## src/rtl/blake_io_intf_p_pkg.sv

```systemverilog
// rtl/blake_io_intf_p_pkg.sv - shared encodings and sizing helpers for the BLAKE2 host interface
package blake_io_pkg;

  typedef enum logic [1:0] {
    CMD_CONF  = 2'd0,
    CMD_START = 2'd1,
    CMD_DATA  = 2'd2,
    CMD_LAST  = 2'd3
  } cmd_e;

  typedef enum logic [1:0] {
    S_IDLE,
    S_DATA,
    S_HASH_WAIT,
    S_HASH_OUT
  } state_e;

  // Sizes depend on the top's parameters, so they are derived through these helpers.
  function automatic int beats_f(int block_bytes, int w_bytes);
    return block_bytes / w_bytes;
  endfunction

  function automatic int idx_w_f(int beats);
    return (beats > 1) ? $clog2(beats) : 1;
  endfunction

  function automatic int cfg_bytes_f(int ll_bytes);
    return ll_bytes + 2;
  endfunction

endpackage

```

## src/rtl/blake_io_intf_p_if.sv

```systemverilog
// rtl/blake_io_intf_p_if.sv - host beat bus (valid/ready, command, data)
interface blake_io_intf_p_if #(
  parameter int W_BYTES = 1
) ();
  logic                 valid;
  logic                 ready;
  logic [1:0]           cmd;
  logic [8*W_BYTES-1:0] data;

  modport master (output valid, cmd, data, input ready);
  modport slave  (input valid, cmd, data, output ready);
endinterface

```

## src/rtl/blake_io_intf_p_hash_serializer.sv

```systemverilog
// rtl/blake_io_intf_p_hash_serializer.sv - captures the digest and streams nn bytes, W_BYTES per beat
module hash_serializer #(
  parameter int W_BYTES    = 1,
  parameter int HASH_BYTES = 32
) (
  input  logic                    clk,
  input  logic                    reset,
  input  logic                    cap_i,
  input  logic [7:0]              nn_i,
  input  logic [8*HASH_BYTES-1:0] hash_i,
  output logic                    hash_v_o,
  output logic [8*W_BYTES-1:0]    hash_o,
  output logic                    hash_last_o
);
  localparam int HB_BEATS = HASH_BYTES / W_BYTES;
  localparam int BW       = $clog2(HB_BEATS + 1);

  logic [8*HASH_BYTES-1:0] hash_q;
  logic [BW-1:0]           beat_q;
  logic                    active_q;
  logic [8:0]              n_eff, n_beats, base;
  logic [8*HASH_BYTES-1:0] shifted;

  always_comb begin
    n_eff   = ((nn_i == 8'd0) || (9'(nn_i) > 9'(HASH_BYTES))) ? 9'(HASH_BYTES) : 9'(nn_i);
    n_beats = (n_eff + 9'(W_BYTES - 1)) / 9'(W_BYTES);
    base    = 9'(beat_q) * 9'(W_BYTES);
    shifted = hash_q >> {base, 3'b000};
  end

  assign hash_v_o    = active_q;
  assign hash_last_o = active_q & (9'(beat_q) == n_beats - 9'd1);

  // Bytes beyond the requested digest length read as zero.
  always_comb begin
    hash_o = '0;
    for (int b = 0; b < W_BYTES; b++) begin
      if (active_q && ((base + 9'(b)) < n_eff)) hash_o[8*b +: 8] = shifted[8*b +: 8];
    end
  end

  always_ff @(posedge clk) begin
    if (reset) begin
      hash_q   <= '0;
      beat_q   <= '0;
      active_q <= 1'b0;
    end else if (cap_i) begin
      hash_q   <= hash_i;
      beat_q   <= '0;
      active_q <= 1'b1;
    end else if (active_q) begin
      beat_q <= beat_q + 1'b1;
      if (hash_last_o) active_q <= 1'b0;
    end
  end

endmodule

```

## src/rtl/blake_io_intf_p.sv

```systemverilog
// rtl/blake_io_intf_p.sv - parametrised BLAKE2 host interface: config capture, block framing, digest output
module blake_io_intf_p
  import blake_io_pkg::*;
#(
  parameter  int W_BYTES     = 1,
  parameter  int BLOCK_BYTES = 64,
  parameter  int LL_BYTES    = 8,
  parameter  int HASH_BYTES  = 32,
  localparam int BEATS       = beats_f(BLOCK_BYTES, W_BYTES),
  localparam int IDX_W       = idx_w_f(BEATS)
) (
  input  logic                    clk,
  input  logic                    reset,
  blake_io_intf_p_if.slave        host,
  output logic [7:0]              kk_o,
  output logic [7:0]              nn_o,
  output logic [8*LL_BYTES-1:0]   ll_o,
  output logic                    cfg_done_o,
  input  logic                    core_ready_i,
  output logic                    data_v_o,
  output logic [8*W_BYTES-1:0]    data_o,
  output logic [IDX_W-1:0]        data_idx_o,
  output logic                    block_first_o,
  output logic                    block_last_o,
  output logic                    block_end_o,
  input  logic                    hash_v_i,
  input  logic [8*HASH_BYTES-1:0] hash_i,
  output logic                    hash_v_o,
  output logic [8*W_BYTES-1:0]    hash_o,
  output logic                    hash_last_o
);
  localparam int               CFG_BYTES = cfg_bytes_f(LL_BYTES);
  localparam int               CNT_W     = $clog2(CFG_BYTES + 1);
  localparam logic [IDX_W-1:0] IDX_MAX   = IDX_W'(BEATS - 1);
  localparam logic [CNT_W-1:0] CFG_FULL  = CNT_W'(CFG_BYTES);

  state_e                state_q, state_d;
  logic [CNT_W-1:0]      cfg_cnt_q;
  logic [7:0]            kk_q, nn_q;
  logic [8*LL_BYTES-1:0] ll_q;
  logic                  data_v_q, first_q, last_q;
  logic [8*W_BYTES-1:0]  data_q;
  logic [IDX_W-1:0]      idx_q;

  cmd_e cmd;
  logic accept, msg_beat, abort, blk_end, hash_cap;

  assign cmd      = cmd_e'(host.cmd);
  assign accept   = host.valid & host.ready;
  assign msg_beat = accept & (cmd != CMD_CONF) & ((state_q == S_DATA) | (cmd == CMD_START));
  assign abort    = accept & (cmd == CMD_CONF) & (state_q == S_DATA);
  assign blk_end  = data_v_q & (idx_q == IDX_MAX);
  assign hash_cap = hash_v_i & (state_q == S_HASH_WAIT);

  always_ff @(posedge clk) begin
    if (reset) state_q <= S_IDLE;
    else       state_q <= state_d;
  end

  always_comb begin
    state_d = state_q;
    unique case (state_q)
      S_IDLE:      if (msg_beat) state_d = S_DATA;
      S_DATA: begin
        if (abort)                 state_d = S_IDLE;
        else if (blk_end & last_q) state_d = S_HASH_WAIT;
      end
      S_HASH_WAIT: if (hash_v_i)    state_d = S_HASH_OUT;
      S_HASH_OUT:  if (hash_last_o) state_d = S_IDLE;
      default:                      state_d = S_IDLE;
    endcase
  end

  always_comb begin
    host.ready = core_ready_i & ((state_q == S_IDLE) | (state_q == S_DATA));
  end

  // Config bytes: kk, nn, then ll little-endian shifted in from the top.
  always_ff @(posedge clk) begin
    if (reset) begin
      cfg_cnt_q <= '0;
      kk_q      <= '0;
      nn_q      <= '0;
      ll_q      <= '0;
    end else if (accept) begin
      if (cmd == CMD_CONF) begin
        if (cfg_cnt_q != CFG_FULL) begin
          if (cfg_cnt_q == '0)               kk_q <= host.data[7:0];
          else if (cfg_cnt_q == CNT_W'(1))   nn_q <= host.data[7:0];
          else                               ll_q <= {host.data[7:0], ll_q[8*LL_BYTES-1:8]};
          cfg_cnt_q <= cfg_cnt_q + 1'b1;
        end
      end else begin
        cfg_cnt_q <= '0;
      end
    end
  end

  always_ff @(posedge clk) begin
    if (reset) begin
      data_v_q <= 1'b0;
      data_q   <= '0;
      idx_q    <= '0;
      first_q  <= 1'b0;
      last_q   <= 1'b0;
    end else begin
      data_v_q <= msg_beat;
      if (msg_beat) data_q <= host.data;
      if (abort) begin
        idx_q   <= '0;
        first_q <= 1'b0;
        last_q  <= 1'b0;
      end else begin
        if (data_v_q) idx_q <= blk_end ? '0 : idx_q + 1'b1;
        if (msg_beat & (cmd == CMD_START)) first_q <= 1'b1;
        else if (blk_end)                  first_q <= 1'b0;
        if (msg_beat & (cmd == CMD_LAST))  last_q  <= 1'b1;
        else if (blk_end)                  last_q  <= 1'b0;
      end
    end
  end

  // A START beat followed directly by LAST belongs to the last block already; look ahead so beat 0 carries it.
  assign block_last_o  = last_q | (data_v_q & (idx_q != IDX_MAX) & accept & (cmd == CMD_LAST));
  assign block_first_o = first_q;
  assign block_end_o   = blk_end;
  assign data_v_o      = data_v_q;
  assign data_o        = data_q;
  assign data_idx_o    = idx_q;
  assign kk_o          = kk_q;
  assign nn_o          = nn_q;
  assign ll_o          = ll_q;
  assign cfg_done_o    = (cfg_cnt_q == CFG_FULL);

  hash_serializer #(
    .W_BYTES    (W_BYTES),
    .HASH_BYTES (HASH_BYTES)
  ) u_hash_ser (
    .clk         (clk),
    .reset       (reset),
    .cap_i       (hash_cap),
    .nn_i        (nn_q),
    .hash_i      (hash_i),
    .hash_v_o    (hash_v_o),
    .hash_o      (hash_o),
    .hash_last_o (hash_last_o)
  );

endmodule

```

## src/flat_wrapper.sv

```systemverilog
// flat-port wrapper written by rule: the top's interface ports become plain ports
module blake_io_intf_p_flat import blake_io_pkg::*;
#(
  parameter  int W_BYTES     = 1,
  parameter  int BLOCK_BYTES = 64,
  parameter  int LL_BYTES    = 8,
  parameter  int HASH_BYTES  = 32,
  localparam int BEATS       = beats_f(BLOCK_BYTES, W_BYTES),
  localparam int IDX_W       = idx_w_f(BEATS)
)
  (clk, reset, kk_o, nn_o, ll_o, cfg_done_o, core_ready_i, data_v_o, data_o, data_idx_o, block_first_o, block_last_o, block_end_o, hash_v_i, hash_i, hash_v_o, hash_o, hash_last_o, host_valid, host_cmd, host_data, host_ready);
  blake_io_intf_p_if #(.W_BYTES(W_BYTES)) host_i ();
  input  logic clk;
  input  logic reset;
  output logic [7:0] kk_o;
  output logic [7:0] nn_o;
  output logic [8*LL_BYTES-1:0] ll_o;
  output logic cfg_done_o;
  input  logic core_ready_i;
  output logic data_v_o;
  output logic [8*W_BYTES-1:0] data_o;
  output logic [IDX_W-1:0] data_idx_o;
  output logic block_first_o;
  output logic block_last_o;
  output logic block_end_o;
  input  logic hash_v_i;
  input  logic [8*HASH_BYTES-1:0] hash_i;
  output logic hash_v_o;
  output logic [8*W_BYTES-1:0] hash_o;
  output logic hash_last_o;
  input wire logic [$bits(host_i.valid)-1:0] host_valid;
  input wire logic [$bits(host_i.cmd)-1:0] host_cmd;
  input wire logic [$bits(host_i.data)-1:0] host_data;
  output wire logic [$bits(host_i.ready)-1:0] host_ready;
  assign host_i.valid = host_valid;
  assign host_i.cmd = host_cmd;
  assign host_i.data = host_data;
  assign host_ready = host_i.ready;
  blake_io_intf_p #(.W_BYTES(W_BYTES), .BLOCK_BYTES(BLOCK_BYTES), .LL_BYTES(LL_BYTES), .HASH_BYTES(HASH_BYTES)) u_core (.clk(clk), .reset(reset), .host(host_i), .kk_o(kk_o), .nn_o(nn_o), .ll_o(ll_o), .cfg_done_o(cfg_done_o), .core_ready_i(core_ready_i), .data_v_o(data_v_o), .data_o(data_o), .data_idx_o(data_idx_o), .block_first_o(block_first_o), .block_last_o(block_last_o), .block_end_o(block_end_o), .hash_v_i(hash_v_i), .hash_i(hash_i), .hash_v_o(hash_v_o), .hash_o(hash_o), .hash_last_o(hash_last_o));
endmodule
```

## config.mk

```make
export PLATFORM = sky130hd
export DESIGN_NAME = blake_io_intf_p_flat
export DESIGN_NICKNAME = d
export VERILOG_FILES = /design/src/rtl/blake_io_intf_p_pkg.sv /design/src/rtl/blake_io_intf_p_if.sv /design/src/rtl/blake_io_intf_p_hash_serializer.sv /design/src/rtl/blake_io_intf_p.sv /design/src/flat_wrapper.sv
export SDC_FILE = /design/constraint.sdc
export NUM_CORES = 1
export LEC_CHECK = 0
export CAP_MARGIN = 15
export CORE_ASPECT_RATIO = 0.9
export CORE_UTILIZATION = 55
export CTS_BUF_LIST = sky130_fd_sc_hd__clkbuf_4
export DETAILED_ROUTE_END_ITERATION = 7
export PLACE_DENSITY = 0.86
export SETUP_SLACK_MARGIN = 0.5
export SLEW_MARGIN = 15
export SYNTH_ARGS = -nofsm -noshare
export SYNTH_HDL_FRONTEND = slang
export SYNTH_SLANG_ARGS = --single-unit
```

## constraint.sdc

```tcl
create_clock -name clk -period 5.05 [get_ports clk]
set_clock_uncertainty 0.05 [all_clocks]
set_input_delay 0.7575 -clock clk [delete_from_list [all_inputs] [get_ports clk]]
set_output_delay 0.7575 -clock clk [all_outputs]
set_load 0.005 [all_outputs]
```

==> results of run 1 <==
-- placed cells by master, fill, tap and decap left out, drive strengths merged, types with 6 or more instances in the layout --
cell type,count
ha,13
xor2,7
nand2,657
mux4,80
nor3,6
xnor2,6
nor2,58
nand3,6
a21oi,330
clkbuf,127
buf,27
clkinv,24
dfxtp,366
inv,12
o21ai,10
mux2i,34
clkdlybuf4s50,379
-- power breakdown --
part,switching (mW),total [mW],internal [mW]
registers,0.00379,2.89,2.89
clock network,1.19,2.35,1.17
logic,0.0973,0.300,0.203
-- metal layers --
layer | wire [um] | GRT usage (%)
met1 | 18400 | 41.6
met3 | 4170 | 7.26
met5 | 0 | 0
met4 | 2300 | 18.4
met2 | 21800 | 50.6
-- worst max-delay path, stage by stage (launching register included) --
cell and delay, ps:
sky130_fd_sc_hd__dfxtp_4 500, sky130_fd_sc_hd__buf_4 430, sky130_fd_sc_hd__mux4_2 620, sky130_fd_sc_hd__mux4_2 540, sky130_fd_sc_hd__mux2i_1 140, sky130_fd_sc_hd__nor2_1 50, sky130_fd_sc_hd__clkdlybuf4s50_1 520
-- cells in the mapped netlist (all sizes together), types with 7 or more instances --
master	count
ha	13
dfxtp	366
inv	10
a21oi	330
o21ai	10
nand2	657
mux2i	34
nor2	58
clkbuf	113
xor2	7
buf	24
mux4	80
-- state kept, by name (all words and copies together), names as in the netlist, named ones only --
name	count
u_core.block_first_o	1
u_core.cfg_cnt_q	4
u_core.data_idx_o	6
u_core.data_o	8
u_core.data_v_o	1
u_core.kk_o	8
u_core.last_q	1
u_core.ll_o	64
u_core.nn_o	8
u_core.state_q	1
u_core.u_hash_ser.beat_q	6
u_core.u_hash_ser.hash_q	256
u_core.u_hash_ser.hash_v_o	1
-- what timing repair did --
item                       in CTS  in global routing
pin swaps                       0                  0
resized for setup               1                  2
setup endpoints to repair       5                  3
setup buffers                   0                  1
-- final cells by class --
class                           count  area, um^2  area share (%)
Sequential cell                   366        7330            36.1
Tap cell                          354         443            2.18
Multi-Input combinational cell   1257        7280            35.8
Clock buffer                      127         953            4.70
Timing Repair Buffer              406        4100            20.2
Clock inverter                     30         144           0.709
Inverter                           10        37.5           0.185
Antenna cell                        5        12.5          0.0616
-- worst min-delay path by stage --
stage / slack (ps) / endpoint / depth (start not counted)
after detailed placement: 400 / u_core.u_hash_ser.hash_q[112] / 2
final: 400 / u_core.u_hash_ser.hash_q[103] / 2
after floorplan: 380 / u_core.u_hash_ser.hash_q[112] / 2
after global routing: 410 / u_core.ll_o[50] / 2
after global placement: 390 / u_core.u_hash_ser.hash_q[149] / 2
after CTS: 400 / u_core.ll_o[50] / 2
-- cells by family after synthesis --
group | Yosys count | share of synthesized area [%]
mux | 115 | 14.2
flops | 366 | 48.3
buf+inv | 147 | 3.95
simple gates | 758 | 19.5
fa+ha+maj | 13 | 1.07
compound gates | 358 | 12.2
xor+xnor | 13 | 0.751
==> out/summary.txt, run 1 <==
OUTCOME
------------------------------------------------------------------------------------
Result of the run ..................................................... complete, no violations

CLOCKING
------------------------------------------------------------------------------------
Root buf cell ......................................................... sky130_fd_sc_hd__clkbuf_4
Worst-path clk slew ...................................................        70 ps
Number of clock buffers inserted by TritonCTS .........................           87
Clock tree from TritonCTS .............................................         done
Number of buffers on the longest clock path ...........................            3
CTS hold repair buffers ...............................................            0
Insertion delay to the later sink of the worst-skew pair ..............       720 ps
H-tree Lvls ...........................................................            3
Clk sinks .............................................................          366

SYNTHESIS
------------------------------------------------------------------------------------
Proportion of netlist area held by the largest area contributor .......        48.3%
Mean area per synthesized cell ........................................    8.57 um^2
Share of the yosys chip area belonging to registers ...................        48.3%
Predominant post-synthesis flop cell .................................. sky130_fd_sc_hd__dfxtp_1
Post-Syn Area .........................................................   15200 um^2
Cell variety after synth ..............................................           44
Most area-consuming cells after synthesis ............................. sky130_fd_sc_hd__dfxtp_1, sky130_fd_sc_hd__nand2_1, sky130_fd_sc_hd__mux4_2
Number of warnings printed during yosys synthesis .....................            0
Number of enable flip-flop cells after synthesis ......................            0
Mapped Cells ..........................................................         1770
Syn Nets ..............................................................         2054
Cell type with the largest total area after synthesis ................. sky130_fd_sc_hd__dfxtp_1
Proportion of synthesized flip-flops having asynchronous set or reset .           0%
Number of synthesized register bits ...................................          366

SETUP PATH
------------------------------------------------------------------------------------
Req. time, crit path ..................................................      4240 ps
Critical Path Sink ....................................................    hash_o[4]
Setup slack of the worst register-to-register path ....................      2360 ps
Reg2Reg Depth .........................................................            6
Crit path launch type .................................................     register
Sort of element at the end of the critical path .......................  output port
Critical Setup Path Class ............................................. register to output port
Worst R2R End ......................................................... u_core.ll_o[25]
Arrival time at the worst endpoint ....................................      3510 ps
Critical path startpoint .............................................. u_core.u_hash_ser.beat_q[0]
Largest driver fanout on the critical path ............................           22

LAYOUT
------------------------------------------------------------------------------------
Final Cell Area .......................................................   20300 um^2
Count of filler cells inserted in the layout ..........................         1919
Layout Nets ...........................................................         2412
Post-route core utilization ...........................................        75.1%
Layout cell share with drive strength beyond 1 ........................        11.6%
Synth-to-Final Area Change ............................................        33.9%
Non-filler instance count after layout ................................         2555

FLOORPLANNING
------------------------------------------------------------------------------------
Floorplan row count ...................................................           57
Die X-Extent ..........................................................       177 um
Standard cell core area ...............................................   27000 um^2
DIE AREA ..............................................................   28200 um^2
I/O pin total .........................................................          381
Die span in y .........................................................       160 um
Initial Utilization ...................................................        56.1%

TIMING
------------------------------------------------------------------------------------
Ratio of final minimum period to clock period .........................        85.6%
RSZ-0062 raised after global routing ..................................           no
Post-route worst setup slack ..........................................       730 ps
Measured slew at the worst slew-check pin .............................      1000 ps
Pins Over Slew Limit ..................................................            0
Worst hold slack after final layout ...................................       405 ps
Final hold violation count ............................................            0
Setup violators final .................................................            0
Total negative slack for setup checks .................................         0 ps
Worst-case headroom to the max-slew limit .............................        33.3%
Final min period ......................................................      4320 ps
Highest clock rate ....................................................      231 MHz

MIN PATH
------------------------------------------------------------------------------------
Worst hold path startpoint ............................................ u_core.u_hash_ser.hash_q[103]
Tightest Hold Check Type .............................................. register to register

POWER
------------------------------------------------------------------------------------
Power per Cell Area ...................................................  273 nW/um^2
Total power ...........................................................      5.54 mW
Reported leakage power ................................................      6.81 nW
IR drop worst, VDD ....................................................       166 uV

DETAILED ROUTING
------------------------------------------------------------------------------------
DR WL/cell ............................................................      18.2 um
Total detailed-routing wirelength .....................................     46600 um
Final antenna-violating net count .....................................            0
DR iter-0 viols .......................................................         1442
Vias per inst .........................................................         5.57
Via count .............................................................        14200
TritonRoute pass-1 iters ..............................................            5
Remaining DRCs ........................................................            0

PLACE
------------------------------------------------------------------------------------
Placed cells ..........................................................         2392
Routability cong. .....................................................        0.923
Placed cell areas .....................................................   19200 um^2
Count of input and output buffers .....................................          380
Placed wire-length estimate after detailed placement ..................     33800 um
Post-Place Setup Slack ................................................      1180 ps

GLOBAL ROUTING
------------------------------------------------------------------------------------
Antenna violations before repair ......................................            5
Global-route wire length before repair ................................     71100 um
Total global routing track utilization ................................        32.5%
Number of global-route vias before repair .............................        13800
Grt ovf ...............................................................            0
Maximum number of pins on one net before global-route repair ..........          163

JOB
------------------------------------------------------------------------------------
Number of max-cap violations ..........................................            0

No activity file was read; power rests on OpenSTA's default activity.
==> inputs of run 2 (changes only) <==
Settings changed: PLACE_DENSITY 0.86 to 0.89.
==> run 2 against run 1 <==
- sequential share of layout area up 0.27 points
- global-route usage up 0.99 points
- maximum frequency down 0.96%
- critical endpoint is now hash_o[5]
- highest routed layer unchanged
==> out/summary.txt, run 2 (same netlist as run 1, synthesis figures left out) <==
OUTCOME
-------------------------------------------------------------------------------------
Result of the run ...................................................... complete, no violations   unchanged

JOB
-------------------------------------------------------------------------------------
Number of max-cap violations ...........................................            0   unchanged

MIN PATH
-------------------------------------------------------------------------------------
Tightest Hold Check Type ............................................... register to register   unchanged
Worst hold path startpoint ............................................. u_core.u_hash_ser.hash_q[17]   was u_core.u_hash_ser.hash_q[103]

CLOCKING
-------------------------------------------------------------------------------------
Insertion delay to the later sink of the worst-skew pair ...............       700 ps   was 720 ps
Clk sinks ..............................................................          366   unchanged
Number of buffers on the longest clock path ............................            3   unchanged
Number of clock buffers inserted by TritonCTS ..........................           90   was 87
Worst-path clk slew ....................................................        70 ps   about the same
H-tree Lvls ............................................................            3   unchanged
CTS hold repair buffers ................................................            0   unchanged
Clock tree from TritonCTS ..............................................         done   unchanged
Root buf cell .......................................................... sky130_fd_sc_hd__clkbuf_4   unchanged

SETUP PATH
-------------------------------------------------------------------------------------
Launching point of the worst reg2reg path .............................. u_core.nn_o[7]
Req. time, crit path ...................................................      4240 ps   about the same
Crit path launch type ..................................................     register   unchanged
Largest driver fanout on the critical path .............................           69   was 22
Cells along the critical path .......................................... ha_1 > nor2b_1 > o21a_1 > o21ai_0 > a21oi_1 > nor2_1 > clkdlybuf4s50_1   was buf_4 > mux4_2 > mux4_2 > mux2i_1 > nor2_1 > clkdlybuf4s50_1
Arrival time at the worst endpoint .....................................      3550 ps   was 3510 ps
Slowest-stage cell, CP ................................................. sky130_fd_sc_hd__dfxtp_4   was sky130_fd_sc_hd__mux4_2
Sort of element at the end of the critical path ........................  output port   unchanged
Critical Setup Path Class .............................................. register to output port   unchanged
Critical path startpoint ............................................... u_core.u_hash_ser.beat_q[1]   was u_core.u_hash_ser.beat_q[0]
Largest stage delay on the critical path ...............................       970 ps   was 620 ps

GLOBAL ROUTING
-------------------------------------------------------------------------------------
Antenna violations before repair .......................................            8   was 5
Number of global-route vias before repair ..............................        13700   was 13800
Grt ovf ................................................................            0   unchanged
Maximum number of pins on one net before global-route repair ...........          173   was 163
Total global routing track utilization .................................        33.5%   was 32.5%
Global-route wire length before repair .................................     73100 um   was 71100 um

PLACE
-------------------------------------------------------------------------------------
Post-Place Setup Slack .................................................      1150 ps   was 1180 ps
Placed wire-length estimate after detailed placement ...................     34300 um   was 33800 um
Count of input and output buffers ......................................          380   unchanged
Placed cell areas ......................................................   19000 um^2   was 19200 um^2
Routability cong. ......................................................         1.05   was 0.923
Placed cells ...........................................................         2379   was 2392

TIMING
-------------------------------------------------------------------------------------
Final min period .......................................................      4360 ps   was 4320 ps
Highest clock rate .....................................................      229 MHz   was 231 MHz
Worst-case headroom to the max-slew limit ..............................        29.0%   was 33.3%
Post-route worst setup slack ...........................................       688 ps   was 730 ps
Pins Over Slew Limit ...................................................            0   unchanged
RSZ-0062 raised after global routing ...................................           no   unchanged
Setup violators final ..................................................            0   unchanged
Final hold violation count .............................................            0   unchanged
Measured slew at the worst slew-check pin ..............................      1070 ps   was 1000 ps
Ratio of final minimum period to clock period ..........................        86.4%   was 85.6%
Total negative slack for setup checks ..................................         0 ps   unchanged

DETAILED ROUTING
-------------------------------------------------------------------------------------
Via count ..............................................................        14400   was 14200
Remaining DRCs .........................................................            0   unchanged
Total detailed-routing wirelength ......................................     48000 um   was 46600 um
Vias per inst ..........................................................         5.68   was 5.57
DR iter-0 viols ........................................................         1442   unchanged
TritonRoute pass-1 iters ...............................................            6   was 5
DR WL/cell .............................................................      19.0 um   was 18.2 um
Final antenna-violating net count ......................................            0   unchanged

LAYOUT
-------------------------------------------------------------------------------------
Top register by number of flip-flops ................................... u_core.u_hash_ser.hash_q   unchanged
Count of filler cells inserted in the layout ...........................         1898   was 1919
Non-filler instance count after layout .................................         2532   was 2555
Largest register FFs ...................................................          256   unchanged
Synth-to-Final Area Change .............................................        32.9%   was 33.9%
Layout Nets ............................................................         2402   was 2412
Highest-count cells in the layout ignoring fill and taps ............... sky130_fd_sc_hd__nand2_1, sky130_fd_sc_hd__clkdlybuf4s50_1, sky130_fd_sc_hd__dfxtp_1   unchanged
Layout cell share with drive strength beyond 1 .........................        10.8%   was 11.6%
Most frequent standard cell in the layout excluding fill and tap cells . sky130_fd_sc_hd__nand2_1   unchanged
Final Cell Area ........................................................   20200 um^2   was 20300 um^2

POWER
-------------------------------------------------------------------------------------
Reported leakage power .................................................      6.72 nW   was 6.81 nW
Power per Cell Area ....................................................  275 nW/um^2   was 273 nW/um^2
Portion of total power attributed to the clock network .................        42.3%   was 42.4%
Switching part of the total power ......................................        22.6%   was 23.2%
Cell-internal power ....................................................      4.30 mW   was 4.26 mW
IR drop worst, VDD .....................................................       214 uV   was 166 uV
Sequential fraction of design power ....................................        52.1%   was 52.2%
Net switching power figure .............................................      1.25 mW   was 1.29 mW
Share of total power in combinational logic ............................         5.5%   was 5.4%

FLOORPLANNING
-------------------------------------------------------------------------------------
Die span in y ..........................................................       160 um   unchanged
Floorplan row count ....................................................           57   unchanged
DIE AREA ...............................................................   28200 um^2   unchanged
Initial Utilization ....................................................        56.1%   unchanged
Standard cell core area ................................................   27000 um^2   unchanged
Die X-Extent ...........................................................       177 um   unchanged
I/O pin total ..........................................................          381   unchanged

-- run 2: changes by cell type in the layout (fill, tap and decap cells not counted), moves of 3 or more --
| cell | change |
|---|---|
| sky130_fd_sc_hd__buf_4 | -11 |
| sky130_fd_sc_hd__clkbuf_4 | -6 |
| sky130_fd_sc_hd__clkinv_1 | -6 |
| sky130_fd_sc_hd__diode_2 | +3 |
-- run 2: final cells by class --
class / instances / area [um^2] / area share, %
timing repair buffer: 393 / 3980 / 19.8
clock inverter: 23 / 150 / 0.745
multi-input combinational: 1257 / 7280 / 36.1
inverter: 10 / 37.5 / 0.186
tap: 354 / 443 / 2.20
clock buffer: 121 / 908 / 4.51
sequential: 366 / 7330 / 36.4
antenna: 8 / 20.0 / 0.0993
-- run 2: path summary, 6_finish.rpt --
check / end / slack, ps / depth (start not counted)
setup / recovery: hash_o[5] / 690 / 7
hold / removal: u_core.u_hash_ser.hash_q[17] / 400 / 2
setup reg to reg: u_core.state_q[0] / 2510 / 8
hold reg to reg: u_core.u_hash_ser.hash_q[17] / 400 / 2
-- run 2: power groups by stage --
stage | clock network, mW | registers (mW) | logic [mW]
finish | 2.35 | 2.89 | 0.308
global route | 2.54 | 2.89 | 0.324
CTS | 2.39 | 2.89 | 0.306
detailed placement | 0 | 2.96 | 0.304
global placement | 0 | 2.96 | 0.303
floorplan | 0 | 2.96 | 0.0591
-- run 2: worst max-delay path: cells and delay by family (launching register included) --
family,cells,cell delay (ps)
flops,1,970
compound gates,3,560
buf+inv,1,550
simple gates,2,420
fa+ha+maj,1,360
-- run 2: stage by stage --
step	total power, mW	hold slack [ps]	utilization, %
final	5.55	405	74.6
after global routing	5.75	420	74.6
after floorplan	3.02	383	-
after CTS	5.59	404	74.4
after global placement	3.26	389	70.4
after detailed placement	3.26	394	70.4
-- run 2: layer usage --
metal  up-vias  routed length, um  share of wire, %  global-route usage [%]
li1       6689                  -                 -                       -
met1      6767              18700                39                    43.4
met2       810              21900                46                    51.0
met3       120               5470                11                    10.1
met4         0               1910               4.0                    15.9
met5         -                  0                 0                       0
-- run 2: what timing repair did --
| item | in CTS | in global routing |
|---|---|---|
| resized for setup | 1 | 1 |
| buffers inserted | 0 | 1 |
| endpoints found under the setup margin | 4 | 9 |
| gates cloned | 0 | 0 |
==> inputs of run 3 (changes only) <==
--- a/constraint.sdc
+++ b/constraint.sdc
@@ -4,2 +4,2 @@
 set_output_delay 0.7575 -clock clk [all_outputs]
-set_load 0.005 [all_outputs]
+set_load 0.1 [all_outputs]
==> run 3 against run 2 <==
- via count up 0.71%
- final area up 0.32%
- die area unchanged
- sequential share of layout area down 0.12 points
- global-route usage down 0.59 points
- clock power up 6%
- combinational power up 9.4%
- cell count up 0.59%
- setup slack better by 150 ps
- wire length down 1.7%
- critical path depth up 2
- critical endpoint is now hash_o[6]
- largest cell class unchanged
- largest power group unchanged
==> out/summary.txt, run 3 (same netlist as run 1, synthesis figures left out) <==
OUTCOME
-------------------------------------------------------------------------------------
Result of the run ...................................................... complete, no violations   unchanged

GLOBAL ROUTING
-------------------------------------------------------------------------------------
Number of global-route vias before repair ..............................        13700   about the same
Antenna violations before repair .......................................            6   was 8
Maximum number of pins on one net before global-route repair ...........          165   was 173
Grt ovf ................................................................            0   unchanged
Total global routing track utilization .................................        32.9%   was 33.5%
Global-route wire length before repair .................................     72200 um   was 73100 um

FLOORPLANNING
-------------------------------------------------------------------------------------
Floorplan row count ....................................................           57   unchanged
DIE AREA ...............................................................   28200 um^2   unchanged
Die X-Extent ...........................................................       177 um   unchanged
Standard cell core area ................................................   27000 um^2   unchanged
Initial Utilization ....................................................        56.1%   unchanged
Die span in y ..........................................................       160 um   unchanged
I/O pin total ..........................................................          381   unchanged

TIMING
-------------------------------------------------------------------------------------
Worst hold slack after final layout ....................................       389 ps   was 405 ps
Highest clock rate .....................................................      238 MHz   was 229 MHz
Setup violators final ..................................................            0   unchanged
RSZ-0062 raised after global routing ...................................           no   unchanged
Measured slew at the worst slew-check pin ..............................      1120 ps   was 1070 ps
Worst-case headroom to the max-slew limit ..............................        25.2%   was 29.0%
Ratio of final minimum period to clock period ..........................        83.3%   was 86.4%
Total negative slack for setup checks ..................................         0 ps   unchanged
Final hold violation count .............................................            0   unchanged
Pins Over Slew Limit ...................................................            0   unchanged
Final min period .......................................................      4210 ps   was 4360 ps

CLOCKING
-------------------------------------------------------------------------------------
Root buf cell .......................................................... sky130_fd_sc_hd__clkbuf_4   unchanged
Clock tree from TritonCTS ..............................................         done   unchanged
Clk sinks ..............................................................          366   unchanged
Number of buffers on the longest clock path ............................            3   unchanged
Insertion delay to the later sink of the worst-skew pair ...............       720 ps   was 700 ps
Worst-path clk slew ....................................................        70 ps   about the same
Number of clock buffers inserted by TritonCTS ..........................           91   was 90
H-tree Lvls ............................................................            3   unchanged

MIN PATH
-------------------------------------------------------------------------------------
Tightest Hold Check Type ............................................... register to register   unchanged
Number of cells on the worst hold path .................................            2   unchanged

POWER
-------------------------------------------------------------------------------------
Switching part of the total power ......................................        23.3%   was 22.6%
Net switching power figure .............................................      1.33 mW   was 1.25 mW
Share of total power in combinational logic ............................         5.9%   was 5.5%
IR drop worst, VDD .....................................................       179 uV   was 214 uV
Cell-internal power ....................................................      4.37 mW   was 4.30 mW
Power per Cell Area ....................................................  282 nW/um^2   was 275 nW/um^2
Reported leakage power .................................................      6.79 nW   was 6.72 nW
Sequential fraction of design power ....................................        50.7%   was 52.1%
Portion of total power attributed to the clock network .................        43.4%   was 42.3%

LAYOUT
-------------------------------------------------------------------------------------
Top register by number of flip-flops ................................... u_core.u_hash_ser.hash_q   unchanged
Most frequent standard cell in the layout excluding fill and tap cells . sky130_fd_sc_hd__nand2_1   unchanged
Largest register FFs ...................................................          256   unchanged
Highest-count cells in the layout ignoring fill and taps ............... sky130_fd_sc_hd__nand2_1, sky130_fd_sc_hd__clkdlybuf4s50_1, sky130_fd_sc_hd__dfxtp_1   unchanged
Layout cell share with drive strength beyond 1 .........................        11.4%   was 10.8%
Synth-to-Final Area Change .............................................        33.4%   was 32.9%
Layout Nets ............................................................         2404   was 2402

SETUP PATH
-------------------------------------------------------------------------------------
Slowest-stage cell, CP ................................................. sky130_fd_sc_hd__a21oi_1   was sky130_fd_sc_hd__dfxtp_4
Largest driver fanout on the critical path .............................            8   was 69
Arrival time at the worst endpoint .....................................      3400 ps   was 3550 ps
Cells along the critical path .......................................... nor3_2 > nand2_1 > ha_1 > nor2b_1 > o21a_1 > o21ai_0 > a21oi_1 > nor2_1 > buf_4   was ha_1 > nor2b_1 > o21a_1 > o21ai_0 > a21oi_1 > nor2_1 > clkdlybuf4s50_1
Reg2Reg Depth ..........................................................            8   unchanged
Req. time, crit path ...................................................      4240 ps   about the same
Setup slack of the worst register-to-register path .....................      2520 ps   was 2510 ps
Critical Setup Path Class .............................................. register to output port   unchanged
Crit path launch type ..................................................     register   unchanged
Largest stage delay on the critical path ...............................       700 ps   was 970 ps
Sort of element at the end of the critical path ........................  output port   unchanged

DETAILED ROUTING
-------------------------------------------------------------------------------------
Via count ..............................................................        14500   was 14400
DR WL/cell .............................................................      18.5 um   was 19.0 um
Remaining DRCs .........................................................            0   unchanged
Final antenna-violating net count ......................................            0   unchanged
DR iter-0 viols ........................................................         1356   was 1442
Vias per inst ..........................................................         5.69   was 5.68
TritonRoute pass-1 iters ...............................................            5   was 6
Total detailed-routing wirelength ......................................     47200 um   was 48000 um

PLACE
-------------------------------------------------------------------------------------
Routability cong. ......................................................         1.02   was 1.05
Placed wire-length estimate after detailed placement ...................     32700 um   was 34300 um
Count of input and output buffers ......................................          380   unchanged

JOB
-------------------------------------------------------------------------------------
Number of max-cap violations ...........................................            0   unchanged

## run 3: repair_timing
action                                  4_1_cts  5_1_grt
hold buffers                                  0        0
buffers inserted                              0        1
endpoints found under the setup margin        0        3
resized for setup                             0        1
## run 3: cell type report
type	count	area, um^2
sequential	366	7330
multi-input combinational	1257	7280
fill	1872	6810
timing repair buffer	394	3950
clock buffer	122	916
tap	354	443
clock inverter	38	240
inverter	10	37.5
antenna	6	15.0
## run 3: final timing paths
check                  startpoint                 to
hold / removal    u_core.ll_o[19]    u_core.ll_o[11]
hold reg to reg   u_core.ll_o[19]    u_core.ll_o[11]
setup / recovery   u_core.nn_o[5]          hash_o[6]
setup reg to reg   u_core.nn_o[5]  u_core.state_q[0]
## run 3: critical path, delay by kind of cell, from the launching register on
kind | cells | cell delay, ps
buffers and inverters | 1 | 300
AO/OA/AOI/OAI | 3 | 890
adder cells (fa/ha/maj) | 1 | 290
AND/OR/NAND/NOR | 4 | 890
flip-flops | 1 | 330
## run 3: power groups by stage
stage | clock network (mW) | logic (mW) | registers (mW)
finish | 2.48 | 0.337 | 2.89
CTS | 2.51 | 0.335 | 2.89
floorplan | 0 | 0.0626 | 2.98
global placement | 0 | 0.330 | 2.96
detailed placement | 0 | 0.332 | 2.96
global route | 2.67 | 0.354 | 2.89
## run 3: through the flow
stage | util [%] | setup slack, ps | power (mW) | instance area (um^2) | cells
2_1_floorplan | - | 587 | 3.05 | 15200 | 1770
3_3_place_gp | 70.4 | 1390 | 3.29 | 19000 | 2380
3_5_place_dp | 70.4 | 1340 | 3.29 | 19000 | 2380
4_1_cts | 74.6 | 611 | 5.74 | 20200 | 2540
5_1_grt | 74.8 | 701 | 5.91 | 20200 | 2547
6_report | 74.8 | 842 | 5.71 | 20200 | 2547
## run 3: per-layer routing
layer  global-route usage (%)  part of all wire, %
met1                     43.2                   40
met2                     50.1                   46
met3                     7.55                  9.4
met4                     18.3                  4.8
met5                        0                    0
